File: config.mk
export PLATFORM = sky130hd
export DESIGN_NAME = execute_unit_flat
export DESIGN_NICKNAME = d
export VERILOG_FILES = /design/src/rtl/execute_unit_if.sv /design/src/rtl/execute_unit.sv /design/src/flat_wrapper.sv
export SDC_FILE = /design/constraint.sdc
export NUM_CORES = 1
export LEC_CHECK = 0
export CAP_MARGIN = 5
export CORE_ASPECT_RATIO = 0.5
export CORE_MARGIN = 5
export CORE_UTILIZATION = 54
export CTS_BUF_LIST = sky130_fd_sc_hd__clkbuf_2 sky130_fd_sc_hd__clkbuf_4 sky130_fd_sc_hd__clkbuf_8
export DETAILED_ROUTE_END_ITERATION = 10
export HOLD_SLACK_MARGIN = 0.06
export PLACE_DENSITY = 0.84
export RECOVER_POWER = 50
export SLEW_MARGIN = 20
export SYNTH_ARGS = -nofsm -noshare
export SYNTH_HDL_FRONTEND = slang
export SYNTH_SLANG_ARGS = --single-unit
File: constraint.sdc
create_clock -name clock -period 4.3 [get_ports clock]
set_input_delay 0.645 -clock clock [delete_from_list [all_inputs] [get_ports clock]]
set_output_delay 0.645 -clock clock [all_outputs]
set_load 0.01 [all_outputs]
File: src/rtl/execute_unit_if.sv
// rtl/execute_unit_if.sv - issue/result handshake bundle between decode, execute and writeback
interface execute_unit_if #(
  parameter int WIDTH = 8
);
  logic             issue_valid;
  logic             issue_ready;
  logic [3:0]       opcode;
  logic [WIDTH-1:0] primary_value;
  logic [WIDTH-1:0] secondary_value;
  logic [2:0]       dest_select;
  logic             result_valid;
  logic             result_ready;
  logic [WIDTH-1:0] result;
  logic [WIDTH-1:0] product_high;
  logic [2:0]       result_dest;
  logic [3:0]       flags;
  logic             busy;

  modport master (
    output issue_valid, opcode, primary_value, secondary_value, dest_select, result_ready,
    input  issue_ready, result_valid, result, product_high, result_dest, flags, busy
  );

  modport slave (
    input  issue_valid, opcode, primary_value, secondary_value, dest_select, result_ready,
    output issue_ready, result_valid, result, product_high, result_dest, flags, busy
  );
endinterface

File: src/rtl/execute_unit.sv
// rtl/execute_unit.sv - 8-bit ALU execute stage with one-entry result register
// Iterative 8x8 multiplier built only when ALU_MULTIPLY_EN is defined.
module execute_unit (
  input  logic          clock,
  input  logic          reset,
  execute_unit_if.slave eu
);
  localparam logic [3:0] OP_ADD = 4'd1,  OP_ADC = 4'd2,  OP_SUB = 4'd3,  OP_SBC = 4'd4;
  localparam logic [3:0] OP_AND = 4'd5,  OP_OR  = 4'd6,  OP_XOR = 4'd7,  OP_NOT = 4'd8;
  localparam logic [3:0] OP_SHL = 4'd9,  OP_SHR = 4'd10, OP_ROL = 4'd11, OP_ROR = 4'd12;
  localparam logic [3:0] OP_INC = 4'd13, OP_DEC = 4'd14, OP_MUL = 4'd15;

  typedef enum logic {S_IDLE, S_MUL} state_t;

  state_t     state_q, state_d;
  logic [7:0] result_q, result_d;
  logic [2:0] dest_q, dest_d;
  logic [3:0] flags_q, flags_d;
  logic       valid_q, valid_d;
  logic       issue_ready, accept;
  logic [7:0] a, ob, alu_r;
  logic [8:0] arith;
  logic       cin, alu_c, alu_v, alu_load;

  assign a           = eu.primary_value;
  assign cin         = flags_q[1];
  assign issue_ready = (state_q == S_IDLE) && (!valid_q || eu.result_ready);
  assign accept      = eu.issue_valid && issue_ready;

  // arith[8] is carry for additions and borrow for subtractions
  always_comb begin
    ob       = eu.secondary_value;
    arith    = 9'd0;
    alu_r    = 8'd0;
    alu_c    = 1'b0;
    alu_v    = 1'b0;
    alu_load = 1'b1;
    case (eu.opcode)
      OP_ADD, OP_ADC, OP_INC: begin
        if (eu.opcode == OP_INC) ob = 8'd1;
        arith = {1'b0, a} + {1'b0, ob} + {8'd0, (eu.opcode == OP_ADC) && cin};
        alu_r = arith[7:0];
        alu_c = arith[8];
        alu_v = (a[7] == ob[7]) && (alu_r[7] != a[7]);
      end
      OP_SUB, OP_SBC, OP_DEC: begin
        if (eu.opcode == OP_DEC) ob = 8'd1;
        arith = {1'b0, a} - {1'b0, ob} - {8'd0, (eu.opcode == OP_SBC) && cin};
        alu_r = arith[7:0];
        alu_c = arith[8];
        alu_v = (a[7] != ob[7]) && (alu_r[7] != a[7]);
      end
      OP_AND: alu_r = a & ob;
      OP_OR:  alu_r = a | ob;
      OP_XOR: alu_r = a ^ ob;
      OP_NOT: alu_r = ~a;
      OP_SHL: begin alu_r = {a[6:0], 1'b0}; alu_c = a[7]; end
      OP_SHR: begin alu_r = {1'b0, a[7:1]}; alu_c = a[0]; end
      OP_ROL: begin alu_r = {a[6:0], a[7]}; alu_c = a[7]; end
      OP_ROR: begin alu_r = {a[0], a[7:1]}; alu_c = a[0]; end
      default: alu_load = 1'b0;
    endcase
  end

`ifdef ALU_MULTIPLY_EN
  logic [2:0]  cnt_q, cnt_d;
  logic [15:0] acc_q, acc_d, acc_step;
  logic [7:0]  mcand_q, mcand_d, mplier_q, mplier_d, prod_hi_q, prod_hi_d;

  assign acc_step = acc_q + (mplier_q[cnt_q] ? ({8'd0, mcand_q} << cnt_q) : 16'd0);
`endif

  always_comb begin
    state_d  = state_q;
    result_d = result_q;
    dest_d   = dest_q;
    flags_d  = flags_q;
    valid_d  = valid_q;
`ifdef ALU_MULTIPLY_EN
    cnt_d     = cnt_q;
    acc_d     = acc_q;
    mcand_d   = mcand_q;
    mplier_d  = mplier_q;
    prod_hi_d = prod_hi_q;
`endif
    if (eu.result_ready) valid_d = 1'b0;
    if (accept && alu_load) begin
      result_d = alu_r;
      dest_d   = eu.dest_select;
      flags_d  = {alu_r == 8'd0, alu_r[7], alu_c, alu_v};
      valid_d  = 1'b1;
`ifdef ALU_MULTIPLY_EN
      prod_hi_d = 8'd0;
`endif
    end
`ifdef ALU_MULTIPLY_EN
    case (state_q)
      S_IDLE: begin
        if (accept && eu.opcode == OP_MUL) begin
          state_d  = S_MUL;
          cnt_d    = 3'd0;
          acc_d    = 16'd0;
          mcand_d  = eu.primary_value;
          mplier_d = eu.secondary_value;
          dest_d   = eu.dest_select;
        end
      end
      S_MUL: begin
        acc_d = acc_step;
        cnt_d = cnt_q + 3'd1;
        if (cnt_q == 3'd7) begin
          state_d   = S_IDLE;
          result_d  = acc_step[7:0];
          prod_hi_d = acc_step[15:8];
          flags_d   = {acc_step == 16'd0, acc_step[15], |acc_step[15:8], |acc_step[15:8]};
          valid_d   = 1'b1;
        end
      end
      default: state_d = S_IDLE;
    endcase
`endif
  end

  always_ff @(posedge clock) begin
    if (!reset) begin
      state_q  <= S_IDLE;
      result_q <= 8'd0;
      dest_q   <= 3'd0;
      flags_q  <= 4'd0;
      valid_q  <= 1'b0;
    end else begin
      state_q  <= state_d;
      result_q <= result_d;
      dest_q   <= dest_d;
      flags_q  <= flags_d;
      valid_q  <= valid_d;
    end
  end

`ifdef ALU_MULTIPLY_EN
  always_ff @(posedge clock) begin
    if (!reset) begin
      cnt_q     <= 3'd0;
      acc_q     <= 16'd0;
      mcand_q   <= 8'd0;
      mplier_q  <= 8'd0;
      prod_hi_q <= 8'd0;
    end else begin
      cnt_q     <= cnt_d;
      acc_q     <= acc_d;
      mcand_q   <= mcand_d;
      mplier_q  <= mplier_d;
      prod_hi_q <= prod_hi_d;
    end
  end

  assign eu.busy         = (state_q == S_MUL);
  assign eu.product_high = prod_hi_q;
`else
  assign eu.busy         = 1'b0;
  assign eu.product_high = 8'd0;
`endif

  assign eu.issue_ready  = issue_ready;
  assign eu.result_valid = valid_q;
  assign eu.result       = result_q;
  assign eu.result_dest  = dest_q;
  assign eu.flags        = flags_q;
endmodule

File: src/flat_wrapper.sv
// flat-port wrapper written by rule: the top's interface ports become plain ports
module execute_unit_flat 
  (clock, reset, eu_issue_valid, eu_opcode, eu_primary_value, eu_secondary_value, eu_dest_select, eu_result_ready, eu_issue_ready, eu_result_valid, eu_result, eu_product_high, eu_result_dest, eu_flags, eu_busy);
  execute_unit_if eu_i ();
  input  logic clock;
  input  logic reset;
  input wire logic [$bits(eu_i.issue_valid)-1:0] eu_issue_valid;
  input wire logic [$bits(eu_i.opcode)-1:0] eu_opcode;
  input wire logic [$bits(eu_i.primary_value)-1:0] eu_primary_value;
  input wire logic [$bits(eu_i.secondary_value)-1:0] eu_secondary_value;
  input wire logic [$bits(eu_i.dest_select)-1:0] eu_dest_select;
  input wire logic [$bits(eu_i.result_ready)-1:0] eu_result_ready;
  output wire logic [$bits(eu_i.issue_ready)-1:0] eu_issue_ready;
  output wire logic [$bits(eu_i.result_valid)-1:0] eu_result_valid;
  output wire logic [$bits(eu_i.result)-1:0] eu_result;
  output wire logic [$bits(eu_i.product_high)-1:0] eu_product_high;
  output wire logic [$bits(eu_i.result_dest)-1:0] eu_result_dest;
  output wire logic [$bits(eu_i.flags)-1:0] eu_flags;
  output wire logic [$bits(eu_i.busy)-1:0] eu_busy;
  assign eu_i.issue_valid = eu_issue_valid;
  assign eu_i.opcode = eu_opcode;
  assign eu_i.primary_value = eu_primary_value;
  assign eu_i.secondary_value = eu_secondary_value;
  assign eu_i.dest_select = eu_dest_select;
  assign eu_i.result_ready = eu_result_ready;
  assign eu_issue_ready = eu_i.issue_ready;
  assign eu_result_valid = eu_i.result_valid;
  assign eu_result = eu_i.result;
  assign eu_product_high = eu_i.product_high;
  assign eu_result_dest = eu_i.result_dest;
  assign eu_flags = eu_i.flags;
  assign eu_busy = eu_i.busy;
  execute_unit u_core (.clock(clock), .reset(reset), .eu(eu_i));
endmodule
==> flow_summary.yaml, run 1 <==
clock_network:
  clock_sinks: 15
  cts_resized: 0
  cts_root_buf: "clkbuf_8"
  cts_buffer_depth: 2
  clk_latency_ns: 0.25
  cts_buffers: 3
  h-tree-depth: 1
  post_cts_buffers: 0
  clk_pin_slew_ns: 0.05
  holdBufCountCts: 0
  cts_tree: "built"
detailed_routing:
  firstDrtPassIters: 5
  drtAntennaViolNets: 0
  wl_per_cell_um: 17.94
  routed_wl_um: 7766
  via_count: 2610
  vias_per_cell: 6.028
  drc: 0
  drtIter0Drc: 217
yosys:
  ys_seq_area_share_pct: 11.65
  yosys_register_bits: 15
  synth_edf_count: 0
  syn_inst: 326
  async_flop_share_pct: 0
  synthFlopType: "dfxtp_1"
  yosysUniqueCellTypes: 65
  synth_area_um2: 2577
  yosysTopAreaCell: "ha_1"
  yosysWarnings: 0
  synth_top_cell_area_share_pct: 17.96
  syn-mean-instance-area_um2: 7.906
  synth_area_leaders: "ha_1 18%, dfxtp_1 12%, buf_4 5.2%, inv_1 4.8%, a211oi_1 3.8%"
layout:
  synthToLayoutAreaGrowth_pct: 19.76
  fin_util_pct: 68.45
  fin_nets: 436
  fillers: 407
  drive_gt1_share_pct: 8.719
  multi_input_area_um2: 1996
  diodes: 0
  instances_no_fill: 433
  mostFrequentLayoutCells: "37 x ha_1, 33 x inv_1, 28 x clkdlybuf4s50_1"
  final_common_cell: "ha_1"
  seq_area_um2: 300.3
die:
  dieHeight_um: 58.85
  io_pins: 53
  die_w_um: 107.7
  core_area_um2: 4509
  die_area_um2: 6338
  rows: 17
  initial_core_util_pct: 57.16
sta:
  grt_setup_unrepaired: "false"
  finalSetupTns_ns: 0
  finalCritPeriodShare_pct: 88.32
  setup_viol: 0
  fmax_ghz: 0.2633
  worstMarginPinSlew_ns: 0.9948
  clock_skew_ns: 0.0004965
  fin_crit_ns: 3.798
  drv_slew: 0
  max-slew-margin-rel_pct: 33.58
  hold_violations: 0
power:
  intPower_uw: 384.7
  pwr-share-comb_pct: 56.9
  vdd_drop_max_v: 0.0001162
  p_leak_uw: 0.001403
  seqPwrFrac_pct: 24.6
  switching_power_uw: 252.0
  swShare_pct: 39.58
  pwr-share-clk_pct: 18.4
  power_per_cell_area_nw_per_um2: 206.3
global_route:
  use_met2_pct: 38.78
  globalRoute.busiestLayer: "met2"
  grt_pass1_wl_um: 12650
  first_global_vias: 2503
  grt.overflow.total: 0
  grt_start_max_net_pins: 24
  grt_use_met3_pct: 3.724
  gr-usage-met1_pct: 37.25
  grt_usage_pct: 25.30
  antenna_found_initial: 0
worst_setup_path:
  crit_chain: "clkdlybuf4s50_1 > nor2_1 > nand2_1 > nor3_1 > fa_1 > fa_1 > a211oi_1 > nor3b_1 > o31ai_2 > xnor2_1 > a221oi_1 > nand4_1 > o31ai_2"
  crit_slowest_cell: "clkdlybuf4s50_1"
  worstPathMaxFanout: 6
  arrival_ns: 3.96
  cp.required_ns: 4.47
  startpoint: "eu_opcode[3]"
  path_class: "input pin to flop"
  critPathCapture: "u_core.eu.flags[3]"
  ff2ff_setup_slack_ns: 1.22
  reg2reg_to: "u_core.eu.flags[3]"
  r2r-start: "u_core.eu.flags[1]"
  rr_worst_depth: 11
  startpoint_type: "input pin"
  critPathCaptureType: "flop"
  max_stage_delay_ns: 0.60
placement:
  portBuffers: 43
  gp_congestion: 0.9611
  dpl.hpwl_um: 6385
  post-place-cells: 429
min_path:
  worstHoldPathType: "flop to flop"
status:
  outcome: "finished, final reports clean"
run:
  drv_cap: 0
-- power by group through the flow --
stage	clock network (uW)	registers (uW)	logic, uW
finish	117	157	363
global route	129	158	399
CTS	120	157	362
detailed placement	0	160	360
global placement	0	159	350
floorplan	0	164	235
-- worst min-delay path by stage --
| stage | from | to | slack, ns | cells after the start |
|---|---|---|---|---|
| floorplan | u_core.eu.flags[0] | u_core.eu.flags[0] | 0.50 | 2 |
| global placement | u_core.eu.flags[0] | u_core.eu.flags[0] | 0.47 | 2 |
| detailed placement | u_core.eu.flags[0] | u_core.eu.flags[0] | 0.48 | 2 |
| CTS | u_core.eu.flags[0] | u_core.eu.flags[0] | 0.49 | 2 |
| global route | u_core.eu.flags[0] | u_core.eu.flags[0] | 0.51 | 2 |
| finish | u_core.eu.flags[0] | u_core.eu.flags[0] | 0.48 | 2 |
-- metrics by stage --
| stage | cell area (um2) | power [uW] | worst slack, ns | hold WS [ns] |
|---|---|---|---|---|
| after floorplan | 2608 | 399.7 | 0.7747 | 0.4961 |
| after global placement | 3038 | 509.4 | 0.3658 | 0.4650 |
| after detailed placement | 3038 | 520.0 | 0.2753 | 0.4753 |
| after CTS | 3087 | 638.5 | 0.5124 | 0.4920 |
| after global routing | 3087 | 686.0 | 0.1641 | 0.5148 |
| final | 3087 | 636.7 | 0.5022 | 0.4830 |
-- routing by layer --
| metal | part of all wire [%] | routed length [um] |
|---|---|---|
| met5 | 0 | 0 |
| met4 | 1.1 | 88 |
| met3 | 8.5 | 660 |
| met2 | 43 | 3323 |
| met1 | 48 | 3694 |
-- synth_stat cells (5+ instances only) --
| master | instances |
|---|---|
| ha_1 | 37 |
| nand4_1 | 6 |
| dfxtp_1 | 15 |
| a31oi_1 | 11 |
| xnor2_1 | 7 |
| buf_4 | 18 |
| a21oi_1 | 10 |
| a211oi_1 | 13 |
| a221o_1 | 5 |
| nor2b_1 | 7 |
| nor2_1 | 24 |
| nor3_1 | 6 |
| and3_1 | 6 |
| xor2_1 | 6 |
| buf_2 | 6 |
| o21ai_0 | 7 |
| inv_1 | 33 |
| and2_1 | 7 |
| nand3_1 | 7 |
| nand2b_1 | 5 |
| nand2_1 | 17 |
-- state kept, by name, indices dropped and copies added, names as in the netlist --
name / count
u_core.eu.flags: 4
u_core.eu.result: 7
u_core.eu.result_dest: 3
u_core.eu.result_valid: 1
-- critical path: cells and delay by family --
kind / cells / cell delay, ns
and+or+nand+nor: 5 / 0.55
buffers and inverters: 1 / 0.60
adders and majority gates: 2 / 0.88
AOI/OAI and AO/OA: 4 / 1.16
xor gates and xnor gates: 1 / 0.11
-- kinds of logic (layout without fill, tap and decap cells) --
logic type | after synthesis | count (layout) | share of synthesized area (%)
adders and majority gates | 41 | 41 | 21.07
buffers and inverters | 61 | 94 | 12.38
other | 1 | 9 | 0.1455
xor gates and xnor gates | 14 | 14 | 5.049
muxes | 6 | 6 | 2.476
and+or+nand+nor | 102 | 102 | 21.70
DFF | 15 | 15 | 11.65
AOI/OAI and AO/OA | 86 | 86 | 25.53
-- cell type report --
class / instances / area share (%)
clock buffers: 4 / 1.581
flip-flops and latches: 15 / 9.728
multi-input cells: 258 / 64.65
inverters: 33 / 4.013
repair buffers: 57 / 17.35
well taps: 66 / 2.675
Note: power is estimated with default switching activity, not from simulation.
==> run 2, diff against run 1 <==
--- a/config.mk
+++ b/config.mk
@@ -12,6 +12,7 @@
 export CTS_BUF_LIST = sky130_fd_sc_hd__clkbuf_2 sky130_fd_sc_hd__clkbuf_4 sky130_fd_sc_hd__clkbuf_8
 export DETAILED_ROUTE_END_ITERATION = 10
 export HOLD_SLACK_MARGIN = 0.06
+export MAX_ROUTING_LAYER = met4
 export PLACE_DENSITY = 0.84
 export RECOVER_POWER = 50
 export SLEW_MARGIN = 20
==> run 2 against run 1 <==
Compared with the run above:
- maximum frequency down 0.45%
- critical endpoint is now u_core.eu.flags[0]
- highest routed layer unchanged
- sequential cell count unchanged
- critical path depth unchanged
- non-clock buffer count down 1
- via count up 2.3%
- critical path type unchanged
==> flow_summary.yaml, run 2 (same netlist as run 1, synthesis figures left out) <==
sta:
  grt_setup_unrepaired: "false"
  drv_slew: 0
  worstMarginPinSlew_ns: 1.056
  finalCritPeriodShare_pct: 88.72
  clock_skew_ns: 0.001827
  fmax_ghz: 0.2621
  max-slew-margin-rel_pct: 29.61
  fin_crit_ns: 3.815
  hold_violations: 0
  finalSetupTns_ns: 0
  setup_viol: 0
  setup_slack_ns: 0.4851
die:
  dieHeight_um: 58.85
  die_area_um2: 6338
  rows: 17
  io_pins: 53
  core_area_um2: 4509
  initial_core_util_pct: 57.16
  die_w_um: 107.7
layout:
  instances_no_fill: 432
  fillers: 412
  largest_reg_flops: 7
  fin_nets: 435
  fin_area_um2: 3075
  final_common_cell: "ha_1"
  synthToLayoutAreaGrowth_pct: 19.32
  diodes: 0
  mostFrequentLayoutCells: "37 x ha_1, 33 x inv_1, 28 x clkdlybuf4s50_1"
  drive_gt1_share_pct: 8.197
min_path:
  worstHoldPathType: "flop to flop"
  worstHoldStart: "u_core.eu.result[5]"
  hold_end: "u_core.eu.result[5]"
  hold_depth: 2
power:
  finalPower_uw: 632.2
  vdd_drop_max_v: 0.0001090
  power_per_cell_area_nw_per_um2: 205.6
  p_leak_uw: 0.001395
clock_network:
  cts_resized: 0
  clock_sinks: 15
  cts_buffers: 3
  cts_buffer_depth: 2
  holdBufCountCts: 0
  clk_latency_ns: 0.24
  clk_pin_slew_ns: 0.06
  post_cts_buffers: 0
  h-tree-depth: 1
  cts_root_buf: "clkbuf_8"
  cts_tree: "built"
global_route:
  grt_pass1_wl_um: 12600
  grt.overflow.total: 0
  grt_usage_pct: 25.35
  antenna_found_initial: 0
  grt_start_max_net_pins: 24
  first_global_vias: 2604
status:
  outcome: "finished, final reports clean"
worst_setup_path:
  ff2ff_setup_slack_ns: 1.27
  r2r-start: "u_core.eu.flags[1]"
  reg2reg_to: "u_core.eu.flags[3]"
  arrival_ns: 3.96
  startpoint: "eu_opcode[3]"
  path_class: "input pin to flop"
  critPathCaptureType: "flop"
  worstPathMaxFanout: 12
  cp.required_ns: 4.44
  rr_worst_depth: 11
  startpoint_type: "input pin"
placement:
  portBuffers: 43
  gp_congestion: 1.024
  place_area_um2: 3030
  place_ws_ns: 0.2511
  dpl.hpwl_um: 6147
  post-place-cells: 428
detailed_routing:
  routed_wl_um: 7588
  via_count: 2669
  drc: 0
  vias_per_cell: 6.178
  drtIter0Drc: 222
  wl_per_cell_um: 17.56
  drtAntennaViolNets: 0
  firstDrtPassIters: 5
run:
  drv_cap: 0
[run 2: routing by layer]
layer	GRT usage [%]	wire, um	up-vias
met5	-	0	-
met4	8.813	143	0
met3	4.272	765	14
met2	38.60	3251	143
met1	34.12	3428	1254
li1	-	-	1258
[run 2: how the worst max path moves through the flow]
stage / endpoint / slack, ns / cells after the start
2_1_floorplan: u_core.eu.flags[3] / 0.77 / 13
3_3_place_gp: u_core.eu.flags[2] / 0.34 / 13
3_5_place_dp: u_core.eu.flags[2] / 0.25 / 13
4_1_cts: u_core.eu.flags[0] / 0.49 / 13
5_1_grt: u_core.eu.flags[0] / 0.17 / 13
6_report: u_core.eu.flags[0] / 0.49 / 13
[run 2: where the power goes]
group / internal [uW] / total [uW] / switching (uW)
logic: 161 / 358 / 197
registers: 151 / 157 / 6.05
clock network: 71.8 / 117 / 45.6
[run 2: critical path, cell delays in order]
cell and delay [ns]:
clkdlybuf4s50_1 0.62, buf_4 0.25, nand3_2 0.11, nand2_1 0.11, fa_1 0.45, ha_1 0.20
o21ai_1 0.13, nand3b_1 0.16, a221o_1 0.35, a21oi_1 0.19, xnor2_1 0.13, o311a_1 0.31
o32ai_1 0.29
[run 2: metrics by stage]
step                      util [%]  hold WS [ns]
after floorplan                  -        0.4961
after global placement       67.20        0.4650
after detailed placement     67.20        0.4874
after CTS                    68.29        0.4953
after global routing         68.20        0.5122
final                        68.20        0.4922
[run 2: area by class of cell]
type                       count  area [um2]  share of cell area (%)
clock buffer                   4       48.80                   1.587
inverter                      33       123.9                   4.028
multi-input combinational    258        1996                   64.89
sequential                    15       300.3                   9.764
tap                           66       82.58                   2.685
timing repair buffer          56       524.3                   17.05
==> run 3, diff against run 2 <==
--- a/config.mk
+++ b/config.mk
@@ -5,6 +5,7 @@
 export SDC_FILE = /design/constraint.sdc
 export NUM_CORES = 1
 export LEC_CHECK = 0
+export ABC_CLOCK_PERIOD_IN_PS = 4300
 export CAP_MARGIN = 5
 export CORE_ASPECT_RATIO = 0.5
 export CORE_MARGIN = 5
@@ -15,7 +16,7 @@
 export MAX_ROUTING_LAYER = met4
 export PLACE_DENSITY = 0.84
 export RECOVER_POWER = 50
-export SLEW_MARGIN = 20
+export SLEW_MARGIN = 30
 export SYNTH_ARGS = -nofsm -noshare
 export SYNTH_HDL_FRONTEND = slang
 export SYNTH_SLANG_ARGS = --single-unit
==> run 3 against run 2 <==
Compared with the run above:
- final cell count is the same
- critical path depth stayed put
- clock power about the same
- largest power group unchanged
- power is 0.22% higher
==> flow_summary.yaml, run 3 (same netlist as run 1, synthesis figures left out) <==
status:
  outcome: "finished, final reports clean"
global_route:
  antenna_found_initial: 0
  grt_pass1_wl_um: 12600
  grt_start_max_net_pins: 24
  first_global_vias: 2604
  grt_usage_pct: 25.35
  grt.overflow.total: 0
worst_setup_path:
  crit_slowest_cell: "clkdlybuf4s50_1"
  cp.required_ns: 4.44
  crit_chain: "clkdlybuf4s50_1 > buf_4 > nand3_2 > nand2_1 > fa_1 > ha_1 > o21ai_1 > nand3b_1 > a221o_1 > a21oi_1 > xnor2_1 > o311a_1 > o32ai_1"
  startpoint_type: "input pin"
  critPathCaptureType: "flop"
  path_class: "input pin to flop"
  worstPathMaxFanout: 12
  startpoint: "eu_opcode[3]"
  arrival_ns: 3.99
  r2r-start: "u_core.eu.flags[1]"
  max_stage_delay_ns: 0.62
detailed_routing:
  routed_wl_um: 7604
  drtAntennaViolNets: 0
  wl_per_cell_um: 17.60
  firstDrtPassIters: 4
  vias_per_cell: 6.113
  drtIter0Drc: 233
  via_count: 2641
  drc: 0
clock_network:
  cts_buffers: 3
  post_cts_buffers: 0
  cts_buffer_depth: 2
  clk_pin_slew_ns: 0.06
  cts_tree: "built"
  cts_root_buf: "clkbuf_8"
  clock_sinks: 15
  clk_latency_ns: 0.24
  h-tree-depth: 1
  holdBufCountCts: 0
  cts_resized: 0
sta:
  max-slew-margin-rel_pct: 32.31
  setup_viol: 0
  fmax_ghz: 0.2601
  drv_slew: 0
  worstMarginPinSlew_ns: 1.015
  clock_skew_ns: 0.002395
  finalSetupTns_ns: 0
  finalCritPeriodShare_pct: 89.40
  setup_slack_ns: 0.4558
  hold_violations: 0
  grt_setup_unrepaired: "false"
  fin_crit_ns: 3.844
layout:
  fin_area_um2: 3085
  fin_nets: 435
  instances_no_fill: 432
  mostFrequentLayoutCells: "37 x ha_1, 33 x inv_1, 28 x clkdlybuf4s50_1"
  largest_reg_flops: 7
  diodes: 0
  final_common_cell: "ha_1"
  synthToLayoutAreaGrowth_pct: 19.71
  fillers: 409
  drive_gt1_share_pct: 8.197
run:
  drv_cap: 0
placement:
  place_area_um2: 3030
  portBuffers: 43
  dpl.hpwl_um: 6147
  place_ws_ns: 0.2511
  gp_congestion: 1.024
  post-place-cells: 428
power:
  vdd_drop_max_v: 0.0001090
  power_per_cell_area_nw_per_um2: 205.4
  p_leak_uw: 0.001404
die:
  die_area_um2: 6338
  core_area_um2: 4509
  io_pins: 53
  dieHeight_um: 58.85
  die_w_um: 107.7
  initial_core_util_pct: 57.16
  rows: 17
min_path:
  worstHoldPathType: "flop to flop"
  worstHoldStart: "u_core.eu.result[5]"
-- run 3: per-stage QoR --
step	hold slack (ns)	utilization (%)	total power, uW
3_3_place_gp	0.4650	67.20	504.8
2_1_floorplan	0.4961	-	399.7
5_1_grt	0.5122	68.42	681.2
6_report	0.4908	68.42	633.6
3_5_place_dp	0.4874	67.20	516.1
4_1_cts	0.4953	68.29	634.5
-- run 3: metal layers --
| metal | routed length (um) | up-vias | GRT usage, % | share of wire [%] |
|---|---|---|---|---|
| met5 | 0 | - | - | 0 |
| met4 | 163 | 0 | 8.813 | 2.1 |
| met3 | 737 | 18 | 4.272 | 9.7 |
| met2 | 3253 | 131 | 38.60 | 43 |
| met1 | 3451 | 1237 | 34.12 | 45 |
| li1 | - | 1255 | - | - |
-- run 3: final timing paths --
check / depth (start not counted) / end / slack [ns]
worst max-delay path: 13 / u_core.eu.flags[0] / 0.46
worst min-delay path: 2 / u_core.eu.result[5] / 0.49
worst max register to register: 11 / u_core.eu.flags[3] / 1.26
worst min register to register: 2 / u_core.eu.result[5] / 0.49
-- run 3: where the power goes --
part | switching, uW | internal (uW) | total [uW]
Sequential | 6.02 | 151 | 157
Clock | 46.0 | 71.8 | 118
Combinational | 198 | 161 | 359
Total | 250 | 384 | 634
-- run 3: area by class of cell --
cell class	instances	area (um2)	area share (%)
Clock buffer	4	48.80	1.582
Sequential cell	15	300.3	9.732
Tap cell	66	82.58	2.676
Timing Repair Buffer	56	524.3	16.99
Inverter	33	123.9	4.015
Multi-Input combinational cell	258	2006	65.00
-- run 3: critical path, delay by kind of cell --
kind / cells / cell delay (ns)
adders and majority gates: 2 / 0.65
xor gates and xnor gates: 1 / 0.13
and+or+nand+nor: 3 / 0.41
AOI/OAI and AO/OA: 5 / 1.27
buffers and inverters: 2 / 0.88
